[config.mk]
export PLATFORM = sky130hd
export DESIGN_NAME = loctag_panel_flat
export DESIGN_NICKNAME = d
export VERILOG_FILES = /design/src/rtl/loctag_pkg.sv /design/src/rtl/loctag_panel_if.sv /design/src/rtl/loctag_debounce.sv /design/src/rtl/loctag_panel.sv /design/src/flat_wrapper.sv
export SDC_FILE = /design/constraint.sdc
export NUM_CORES = 1
export LEC_CHECK = 0
export BUFFER_PORTS_ARGS = -buffer_cell sky130_fd_sc_hd__clkbuf_2
export CAP_MARGIN = 20
export CORE_ASPECT_RATIO = 1.2
export CORE_MARGIN = 5
export CORE_UTILIZATION = 25
export CTS_CLUSTER_DIAMETER = 80
export DETAILED_ROUTE_END_ITERATION = 12
export MAX_ROUTING_LAYER = met4
export SETUP_SLACK_MARGIN = 0.5
export SLEW_MARGIN = 20
export SYNTH_ARGS = -nofsm -noshare
export SYNTH_HDL_FRONTEND = slang
export SYNTH_SLANG_ARGS = --single-unit
[constraint.sdc]
create_clock -name clk -period 4.2 [get_ports clk]
set_input_delay 0.63 -clock clk [delete_from_list [all_inputs] [get_ports clk]]
set_output_delay 0.63 -clock clk [all_outputs]
set_load 0.01 [all_outputs]
[src/rtl/loctag_pkg.sv]
// Shared LocTag definitions: LED blink-state encoding and default tick timing.
// Also consumed by the core's status logic.
package loctag_pkg;

  localparam logic [1:0] LED_GAP = 2'd0;
  localparam logic [1:0] LED_ON  = 2'd1;
  localparam logic [1:0] LED_OFF = 2'd2;

  typedef enum logic [1:0] {
    ST_GAP = LED_GAP,
    ST_ON  = LED_ON,
    ST_OFF = LED_OFF
  } led_state_e;

  localparam int DEF_TICK_DIV       = 50000;
  localparam int DEF_DEBOUNCE_TICKS = 20;
  localparam int DEF_ON_TICKS       = 150;
  localparam int DEF_OFF_TICKS      = 250;
  localparam int DEF_GAP_TICKS      = 1000;
  localparam int DEF_TRIG_TICKS     = 50;

  function automatic int max3(input int a, input int b, input int c);
    int m;
    m = (a > b) ? a : b;
    return (m > c) ? m : c;
  endfunction

endpackage

[src/rtl/loctag_panel_if.sv]
// Pin-side bundle of the LocTag user panel: raw keys and trigger in, debounced
// key state, mode and LED drive out.
interface loctag_panel_if #(
  parameter int N_KEYS = 3
);
  import loctag_pkg::*;

  logic [N_KEYS-1:0] key_n;
  logic              trig;
  logic [N_KEYS-1:0] key_level;
  logic [N_KEYS-1:0] key_press;
  logic              force_fs;
  logic [N_KEYS-2:0] mode;
  logic              mode_change;
  logic              led;

  modport master (
    output key_n, trig,
    input  key_level, key_press, force_fs, mode, mode_change, led
  );

  modport slave (
    input  key_n, trig,
    output key_level, key_press, force_fs, mode, mode_change, led
  );

endinterface

[src/rtl/loctag_debounce.sv]
// One panel key: 2-flop synchroniser, tick-based stable counter, level and press.
// Level follows the pin after 2 cycles plus DEBOUNCE_TICKS stable ticks.
module loctag_debounce
  import loctag_pkg::*;
#(
  parameter int DEBOUNCE_TICKS = DEF_DEBOUNCE_TICKS
) (
  input  logic clk,
  input  logic reset,
  input  logic tick_i,
  input  logic key_n_i,
  output logic level_o,
  output logic press_o
);

  localparam int CW = $clog2(DEBOUNCE_TICKS + 1);

  logic          sync1_q, sync2_q;
  logic          level_q, press_q;
  logic [CW-1:0] cnt_q;
  logic [CW-1:0] cnt_inc;
  logic          settle;

  assign cnt_inc = cnt_q + 1'b1;
  // Accept only when this tick completes the run of disagreeing samples.
  assign settle  = tick_i && (sync2_q != level_q) && (cnt_inc == CW'(DEBOUNCE_TICKS));

  always_ff @(posedge clk or posedge reset) begin
    if (reset) begin
      sync1_q <= 1'b0;
      sync2_q <= 1'b0;
      level_q <= 1'b0;
      press_q <= 1'b0;
      cnt_q   <= '0;
    end else begin
      sync1_q <= ~key_n_i;
      sync2_q <= sync1_q;
      press_q <= settle & sync2_q;
      if (tick_i) begin
        if ((sync2_q == level_q) || settle) cnt_q <= '0;
        else                                cnt_q <= cnt_inc;
        if (settle) level_q <= sync2_q;
      end
    end
  end

  assign level_o = level_q;
  assign press_o = press_q;

endmodule

[src/rtl/loctag_panel.sv]
// LocTag user panel: debounced keys, committed mode with change strobe, and an LED
// that blink-codes the mode and flashes on trigger. led follows trig by one cycle.
module loctag_panel
  import loctag_pkg::*;
#(
  parameter int N_KEYS         = 3,
  parameter int TICK_DIV       = DEF_TICK_DIV,
  parameter int DEBOUNCE_TICKS = DEF_DEBOUNCE_TICKS,
  parameter int ON_TICKS       = DEF_ON_TICKS,
  parameter int OFF_TICKS      = DEF_OFF_TICKS,
  parameter int GAP_TICKS      = DEF_GAP_TICKS,
  parameter int TRIG_TICKS     = DEF_TRIG_TICKS
) (
  input logic           clk,
  input logic           reset,
  loctag_panel_if.slave pif
);

  localparam int MW  = N_KEYS - 1;
  localparam int TDW = $clog2(TICK_DIV + 1);
  localparam int TW  = $clog2(max3(GAP_TICKS, ON_TICKS, OFF_TICKS) + 1);
  localparam int SW  = $clog2(TRIG_TICKS + 1);

  logic [TDW-1:0]    tdiv_q;
  logic              tick;
  logic [N_KEYS-1:0] level, press;
  logic [MW-1:0]     mode_w, mode_prev_q;
  logic              mode_change_q;
  logic [SW-1:0]     stretch_q, stretch_d;
  logic              trig_act_d;
  led_state_e        state_q;
  logic [TW-1:0]     tmr_q;
  logic [MW-1:0]     cnt_q;
  logic              led_q;

  assign tick = (tdiv_q == TDW'(TICK_DIV - 1));

  always_ff @(posedge clk or posedge reset) begin
    if (reset) tdiv_q <= '0;
    else       tdiv_q <= tick ? '0 : tdiv_q + 1'b1;
  end

  for (genvar k = 0; k < N_KEYS; k++) begin : g_key
    loctag_debounce #(.DEBOUNCE_TICKS(DEBOUNCE_TICKS)) u_deb (
      .clk     (clk),
      .reset   (reset),
      .tick_i  (tick),
      .key_n_i (pif.key_n[k]),
      .level_o (level[k]),
      .press_o (press[k])
    );
  end

  assign mode_w = level[N_KEYS-1:1];

  // Registered compare, so keys settling on the same tick give a single pulse.
  always_ff @(posedge clk or posedge reset) begin
    if (reset) begin
      mode_prev_q   <= '0;
      mode_change_q <= 1'b0;
    end else begin
      mode_prev_q   <= mode_w;
      mode_change_q <= (mode_w != mode_prev_q);
    end
  end

  always_comb begin
    stretch_d = stretch_q;
    if (pif.trig)                          stretch_d = SW'(TRIG_TICKS);
    else if (tick && (stretch_q != '0))    stretch_d = stretch_q - 1'b1;
  end

  assign trig_act_d = (stretch_d != '0);

  always_ff @(posedge clk or posedge reset) begin
    if (reset) stretch_q <= '0;
    else       stretch_q <= stretch_d;
  end

  function automatic logic led_mix(input logic blink, input logic act, input logic ffs);
    return ffs ? ~act : (blink ^ act);
  endfunction

  // led is loaded with the value matching the state being entered, keeping it
  // aligned with the FSM and one cycle behind trig.
  always_ff @(posedge clk or posedge reset) begin
    if (reset) begin
      state_q <= ST_GAP;
      tmr_q   <= TW'(GAP_TICKS);
      cnt_q   <= '0;
      led_q   <= 1'b0;
    end else begin
      led_q <= led_mix(state_q == ST_ON, trig_act_d, level[0]);
      if (mode_change_q) begin
        state_q <= ST_GAP;
        tmr_q   <= TW'(GAP_TICKS);
        led_q   <= led_mix(1'b0, trig_act_d, level[0]);
      end else if (tick) begin
        if (tmr_q > TW'(1)) begin
          tmr_q <= tmr_q - 1'b1;
        end else begin
          case (state_q)
            ST_GAP: begin
              state_q <= ST_ON;
              tmr_q   <= TW'(ON_TICKS);
              cnt_q   <= '0;
              led_q   <= led_mix(1'b1, trig_act_d, level[0]);
            end
            ST_ON: begin
              state_q <= ST_OFF;
              tmr_q   <= TW'(OFF_TICKS);
              led_q   <= led_mix(1'b0, trig_act_d, level[0]);
            end
            ST_OFF: begin
              if (cnt_q == mode_w) begin
                state_q <= ST_GAP;
                tmr_q   <= TW'(GAP_TICKS);
                led_q   <= led_mix(1'b0, trig_act_d, level[0]);
              end else begin
                state_q <= ST_ON;
                tmr_q   <= TW'(ON_TICKS);
                cnt_q   <= cnt_q + 1'b1;
                led_q   <= led_mix(1'b1, trig_act_d, level[0]);
              end
            end
            default: begin
              state_q <= ST_GAP;
              tmr_q   <= TW'(GAP_TICKS);
            end
          endcase
        end
      end
    end
  end

  assign pif.key_level   = level;
  assign pif.key_press   = press;
  assign pif.force_fs    = level[0];
  assign pif.mode        = mode_w;
  assign pif.mode_change = mode_change_q;
  assign pif.led         = led_q;

endmodule
[src/flat_wrapper.sv]
// flat-port wrapper written by rule: the top's interface ports become plain ports
module loctag_panel_flat import loctag_pkg::*;
#(
  parameter int N_KEYS         = 3,
  parameter int TICK_DIV       = DEF_TICK_DIV,
  parameter int DEBOUNCE_TICKS = DEF_DEBOUNCE_TICKS,
  parameter int ON_TICKS       = DEF_ON_TICKS,
  parameter int OFF_TICKS      = DEF_OFF_TICKS,
  parameter int GAP_TICKS      = DEF_GAP_TICKS,
  parameter int TRIG_TICKS     = DEF_TRIG_TICKS
)
  (clk, reset, pif_key_n, pif_trig, pif_key_level, pif_key_press, pif_force_fs, pif_mode, pif_mode_change, pif_led);
  loctag_panel_if #(.N_KEYS(N_KEYS)) pif_i ();
  input logic clk;
  input logic reset;
  input wire logic [$bits(pif_i.key_n)-1:0] pif_key_n;
  input wire logic [$bits(pif_i.trig)-1:0] pif_trig;
  output wire logic [$bits(pif_i.key_level)-1:0] pif_key_level;
  output wire logic [$bits(pif_i.key_press)-1:0] pif_key_press;
  output wire logic [$bits(pif_i.force_fs)-1:0] pif_force_fs;
  output wire logic [$bits(pif_i.mode)-1:0] pif_mode;
  output wire logic [$bits(pif_i.mode_change)-1:0] pif_mode_change;
  output wire logic [$bits(pif_i.led)-1:0] pif_led;
  assign pif_i.key_n = pif_key_n;
  assign pif_i.trig = pif_trig;
  assign pif_key_level = pif_i.key_level;
  assign pif_key_press = pif_i.key_press;
  assign pif_force_fs = pif_i.force_fs;
  assign pif_mode = pif_i.mode;
  assign pif_mode_change = pif_i.mode_change;
  assign pif_led = pif_i.led;
  loctag_panel #(.N_KEYS(N_KEYS), .TICK_DIV(TICK_DIV), .DEBOUNCE_TICKS(DEBOUNCE_TICKS), .ON_TICKS(ON_TICKS), .OFF_TICKS(OFF_TICKS), .GAP_TICKS(GAP_TICKS), .TRIG_TICKS(TRIG_TICKS)) u_core (.clk(clk), .reset(reset), .pif(pif_i));
endmodule
### Word level (Yosys, flattened, before mapping)

Cells that the tools add are included.
W data, S select, Z words.

| operators by class | value |
|---|---|
| $add $sub $neg | 7 |
| order comparisons | 1 |
| eq/ne operators | 16 |
| muxes and demuxes | 25 |
| bitwise gates (word level) | 10 |
| reduce and logical (&&, ||, !) cells | 20 |

Operators by type and width:

| cell | count |
|---|---|
| $mux W10 | 4 |
| $pmux W10 S3 | 1 |
| $add A16 B1 Y16 const B | 1 |
| $eq A16 B16 Y1 const B | 1 |
| $mux W16 | 1 |
| $add A5 B1 Y5 const B | 3 |
| $eq A5 B5 Y1 const B | 3 |
| $mux W5 | 3 |
| $mux W6 | 2 |
| $reduce_bool A6 Y1 | 2 |
| $gt A10 B1 Y1 const B | 1 |
| $sub A10 B1 Y10 const B | 1 |
| $mux W2 | 4 |
| $reduce_and A2 Y1 | 4 |
| $logic_and A1 B1 Y1 | 7 |
| $mux W1 | 7 |
| $not A1 Y1 | 6 |
| $pmux W2 S3 | 1 |
| $sub A6 B1 Y6 const B | 1 |
| $reduce_and A5 Y1 | 1 |
| $pmux W2 S2 | 1 |
| $reduce_bool A2 Y1 | 2 |
| $and A1 B1 Y1 | 3 |
| $eq A1 B1 Y1 | 3 |
| other kinds (12) | 16 |

| storage, ports and cells | value |
|---|---|
| bits in registers | 67 |
| input port bits | 6 |
| word-level logic and storage cells | 102 |

### Logic depth before layout (Yosys ltp)

| depth | value |
|---|---|
| word-level depth | 12 |
| mapped depth | 9 |
| gate-level depth less buffers | 8 |

### Hierarchy

Synthesis repeated with hierarchy kept, for this count alone.

| unflattened totals | value |
|---|---|
| cell total of the unflattened synthesis | 370 |
| area total of the unflattened synthesis | 3732.3 um^2 |

Modules (own cells, without submodules):

| module | times used | cells each | area an instance (um^2) | seq. area each (um^2) |
|---|---|---|---|---|
| loctag_panel | 1 | 232 | 2208.4 | 1008.5 |
| loctag_debounce | 3 | 46 | 508.0 | 225.2 |

### Worst setup path after synthesis

Ideal clock, no wire load.

| timing | value |
|---|---|
| kind | reg-to-reg |
| from | reg u_core.tdiv_q[0] |
| to | reg u_core.led_q, in the netlist u_core.pif.led |
| setup time | 0.079 ns |
| arrival time | 1.912 ns |
| path slack | 2.208 ns |
| cell stages (with the launch flop) | 8 |
| path buffers | 0 |
| path through | dfrtp_1 -> ha_1 -> and3_1 -> nand4_1 -> a31oi_2 -> or4_1 -> a2111oi_2 -> xor2_1 |

| on the way | value |
|---|---|
| word-level cells in the longest chain between the ends | 12 |
| elaborated cells between the ends (all ways) | 14 |
| those cells by class | eq/ne: 1; mux: 9; bitwise: 2; reduce/logical: 2 |

Ends and longest elaborated chain:

| what | line | RTL |
|---|---|---|
| start: declaration | loctag_panel.sv:24 | `logic [TDW-1:0] tdiv_q;` |
| start signal: assignment | loctag_panel.sv:40 | `else tdiv_q <= tick ? '0 : tdiv_q + 1'b1;` |
| $eq A16 B16 Y1 * | loctag_panel.sv:36 | `assign tick = (tdiv_q == TDW'(TICK_DIV - 1));` |
| $logic_and A1 B1 Y1 | loctag_panel.sv:70 | `else if (tick && (stretch_q != '0)) stretch_d = stretch_q - 1'b1;` |
| $mux W6 | loctag_panel.sv:70 |  |
| $mux W6 | loctag_panel.sv:69 | `if (pif.trig) stretch_d = SW'(TRIG_TICKS);` |
| $reduce_bool A6 Y1 | loctag_panel.sv:73 | `assign trig_act_d = (stretch_d != '0);` |
| $not A1 Y1 | loctag_panel.sv:81 | `return ffs ? ~act : (blink ^ act);` |
| $mux W1 | loctag_panel.sv:81 |  |
| $mux W1 | loctag_panel.sv:115 | `if (cnt_q == mode_w) begin` |
| $pmux W1 S3 | loctag_panel.sv:102 | `case (state_q)` |
| $mux W1 | loctag_panel.sv:99 | `if (tmr_q > TW'(1)) begin` |
| $mux W1 | loctag_panel.sv:98 | `end else if (tick) begin` |
| $mux W1 * | loctag_panel.sv:94 | `if (mode_change_q) begin` |
| end signal: assignment | loctag_panel.sv:93 | `led_q <= led_mix(state_q == ST_ON, trig_act_d, level[0]);` |
| end signal: assignment | loctag_panel.sv:97 | `led_q <= led_mix(1'b0, trig_act_d, level[0]);` |
| end signal: assignment | loctag_panel.sv:107 | `led_q <= led_mix(1'b1, trig_act_d, level[0]);` |
| end: declaration | loctag_panel.sv:34 | `logic led_q;` |

Every way passes the cells marked *; elsewhere a longest branch is shown, timed or not.
A chain may end at the register's enable or synchronous reset.

### Worst setup path after layout

Same ends and word-level chain as after synthesis.

==> results.md <==
- Psw: 0.000280 W
- Leakage power: about 1.7 nW
- #FFs+latches synth: 67
- # IOs: 17
- Combinational power share: under 10%
- Clock Sinks: 67
- Detailed-route DRC error count: 0
- Most common cell after layout, fill and taps aside: dfrtp_1
- Status: finished, final reports clean
- Synth unique cells: 58
- Setup bufs post-CTS: 0
- Hold Path Class: flip-flop to flip-flop
- ANT cells: 0
- Post-synth EDFFs: 0
- Kind of end point of the critical path: flip-flop
- Tot Pwr: between 0.001 and 0.0015 W
- Total track usage: 8.80%
- Setup repair after global routing missed its margin: no
- Post-synth ARST share: 100%
- Grt ovf: 0
- Slew headroom: 39.7%
- Vias in the first global route: approximately 2500
- Clk root buf: clkbuf_16
- Clk pwr share: a little under 50%
- 1st-iter DRT viols: 92
- Synth Flop Type: dfrtp_1
- Fmax: between 400 and 500 MHz
- Cell-internal power: 0.00105 W
- Finish-stage setup viols: 0
- Cell Area, Synth: about 3500 um2
- CTS Buf Count: 9
- PwrDens: 335 nW/um2
- Vias: 2541
- Multi-input logic area: 1650 um2
- Antenna violations before repair: 0
- Rows: 47
- Starting Density: 25.4%
- Fill cell count: approximately 1500
- Clk pin slew, worst setup/hold paths: approximately 0.060 ns
- Share of cells above drive strength 1: 15.4%
- Post-DR vias/cell: 4.70
- Clk Latency, worst-skew pair: roughly 0.33 ns
- Hold Violations, Final: 0
- Die Wd: 118 um
- Xor/xnor share of the synthesized area: 7.78%
- Pre-antenna DRT Iters: 4
- Maximum root-to-sink buffer count: 2
- Syn Area/Cell: a little under 10 um2
- Max rail drop VDD: 0.176 mV
- CP arrival: 2.73 ns
- Drt wl/cell: 12.4 um
- Post-synthesis mux area share: less than 1%
- Die area: 16400 um2
- Switching share of power: about a fifth
- DPL Wire Length: 4600 um
- Worst path required time: 4.45 ns
- Drt total wl: 6690 um
- Gpl congestion: ~0.76
- Worst Setup Start Kind: flip-flop
- Setup_tns: 0 ns
- Die height: 139 um
- Synth Warn #: 0
- CTS tree: built
- H-tree depth: 3
- Core area: 13800 um2
- Post-CTS sizing: 0
- Commonest cells after routing, fill and taps aside: dfrtp_1 (61), nand2_1 (37), nor2_1 (25), o21ai_0 (25), a21oi_1 (19)
- Synthesized Nets: 369
- Min cycle time layout: 2.49 ns
- Worst Clk Skew: 0.0113 ns
- Post-synthesis adder-cell area fraction: roughly 4%
- Synth Area in Compound Gates: 13.5%
- Largest net degree at the start of global routing: 45
- Number of port buffers: 16
- Simple-Gate Fraction of Synth Area: 21.1%
- Largest family of logic cells by synthesized area: simple AND/OR/NAND/NOR gates
- Final Max Tran Viols: 0
- # hold bufs at CTS: 0
- Routed Antenna Nets: 0
- Seq pwr share: 48.9%
- Worst Tran Pin Value: 0.903 ns
- Final Net Count: 382
- Gate Count Post-Synth: 352
- Final period util: between 50 and 60%
- Global-route wire length before repair: 11700 um
- Max-cap violations: 0
- CP max FO: 39
- Area delta synth->final: 13.7%
- Post-synthesis sequential area ratio: 48.2%
- Seq. cell area: roughly 1700 um2
- Critical path type: flip-flop to flip-flop
==> logic make-up after synthesis <==
| group | Yosys count |
|---|---|
| adder cells (fa/ha/maj) | 11 |
| buffers and inverters | 32 |
| AND/OR/NAND/NOR | 134 |
| XOR/XNOR | 31 |
| AO/OA/AOI/OAI | 74 |
| multiplexers | 3 |
| flip-flops | 67 |
==> area by class of cell <==
class / count / share of cell area [%]
clock buffer: 13 / 6.05
clock inverter: 3 / 0.441
inverter: 14 / 1.32
multi-input combinational: 253 / 41.6
sequential: 67 / 42.4
tap: 171 / 5.39
timing repair buffer: 20 / 2.77
==> per-stage QoR <==
stage	std cells	setup slack (ns)	instance area (um2)	hold WS [ns]	utilization, %
after floorplan	352	1.90	3490	0.331	-
after global placement	525	1.80	3710	0.337	27.0
after detailed placement	525	1.70	3710	0.338	27.0
after CTS	541	1.70	3970	0.351	28.9
after global routing	541	1.57	3970	0.357	28.9
final	541	1.71	3970	0.349	28.9
==> power by group through the flow <==
stage                     Combinational [W]  Clock [W]  Sequential (W)
after floorplan                   0.0000132          0        0.000661
after global routing              0.0000248   0.000704        0.000651
after global placement            0.0000218          0        0.000662
after detailed placement          0.0000221          0        0.000662
final                             0.0000207   0.000660        0.000651
after CTS                         0.0000224   0.000668        0.000651
==> path summary, 6_finish.rpt <==
kind                                                    start                       endpoint  slack (ns)  cells after the start
worst max register to register               u_core.tdiv_q[0]                 u_core.pif.led        1.71                      8
worst min-delay path            u_core.g_key[2].u_deb.sync1_q  u_core.g_key[2].u_deb.sync2_q        0.35                      0
worst max-delay path                         u_core.tdiv_q[0]                 u_core.pif.led        1.71                      8
min in group asynchronous                               reset               u_core.tdiv_q[7]        0.49                      2
worst min register to register  u_core.g_key[2].u_deb.sync1_q  u_core.g_key[2].u_deb.sync2_q        0.35                      0
max in group asynchronous                               reset                u_core.tmr_q[5]        2.79                      3
==> sequential cells by signal (all words and copies together), names as in the netlist <==
| signal | cells |
|---|---|
| u_core.tdiv_q | 16 |
| u_core.pif.led | 1 |
| u_core.cnt_q | 2 |
| u_core.mode_prev_q | 2 |
| u_core.g_key.u_deb.cnt_q | 15 |
| u_core.stretch_q | 6 |
| u_core.g_key.u_deb.sync2_q | 3 |
| u_core.state_q | 2 |
| u_core.pif.mode_change | 1 |
| u_core.g_key.u_deb.sync1_q | 3 |
| u_core.g_key.u_deb.press_o | 3 |
| u_core.g_key.u_deb.level_o | 3 |
| u_core.tmr_q | 10 |
==> cell usage after synthesis, types with 7 or more instances <==
master	instances	area [um2]
a21oi_1	19	95.1
and3_1	8	50.1
buf_4	8	60.1
dfrtp_1	61	1530
ha_1	11	138
inv_1	14	52.6
nand2_1	37	139
nand2b_1	7	43.8
nand3_1	10	50.1
nor2_1	25	93.8
o21ai_0	25	125
xnor2_1	17	149
xor2_1	14	123
==> per-layer routing <==
layer  vias up  share of wire (%)  global-route usage [%]
met2        39                 49                    14.0
li1       1258                  -                       -
met1      1231                 45                    10.4
met3        13                4.2                    2.52
met5         -                  0                       -
met4         0                2.1                    3.99
==> worst max-delay path, cell delays in order (launching register included) <==
cell       delay (ns)
dfrtp_1          0.39
ha_1             0.23
and3_1           0.19
nand4_1          0.08
buf_4            0.36
a31oi_2          0.11
or4_1            0.43
a2111oi_2        0.43
xor2_1           0.18
(Power assumes the default switching activity.)
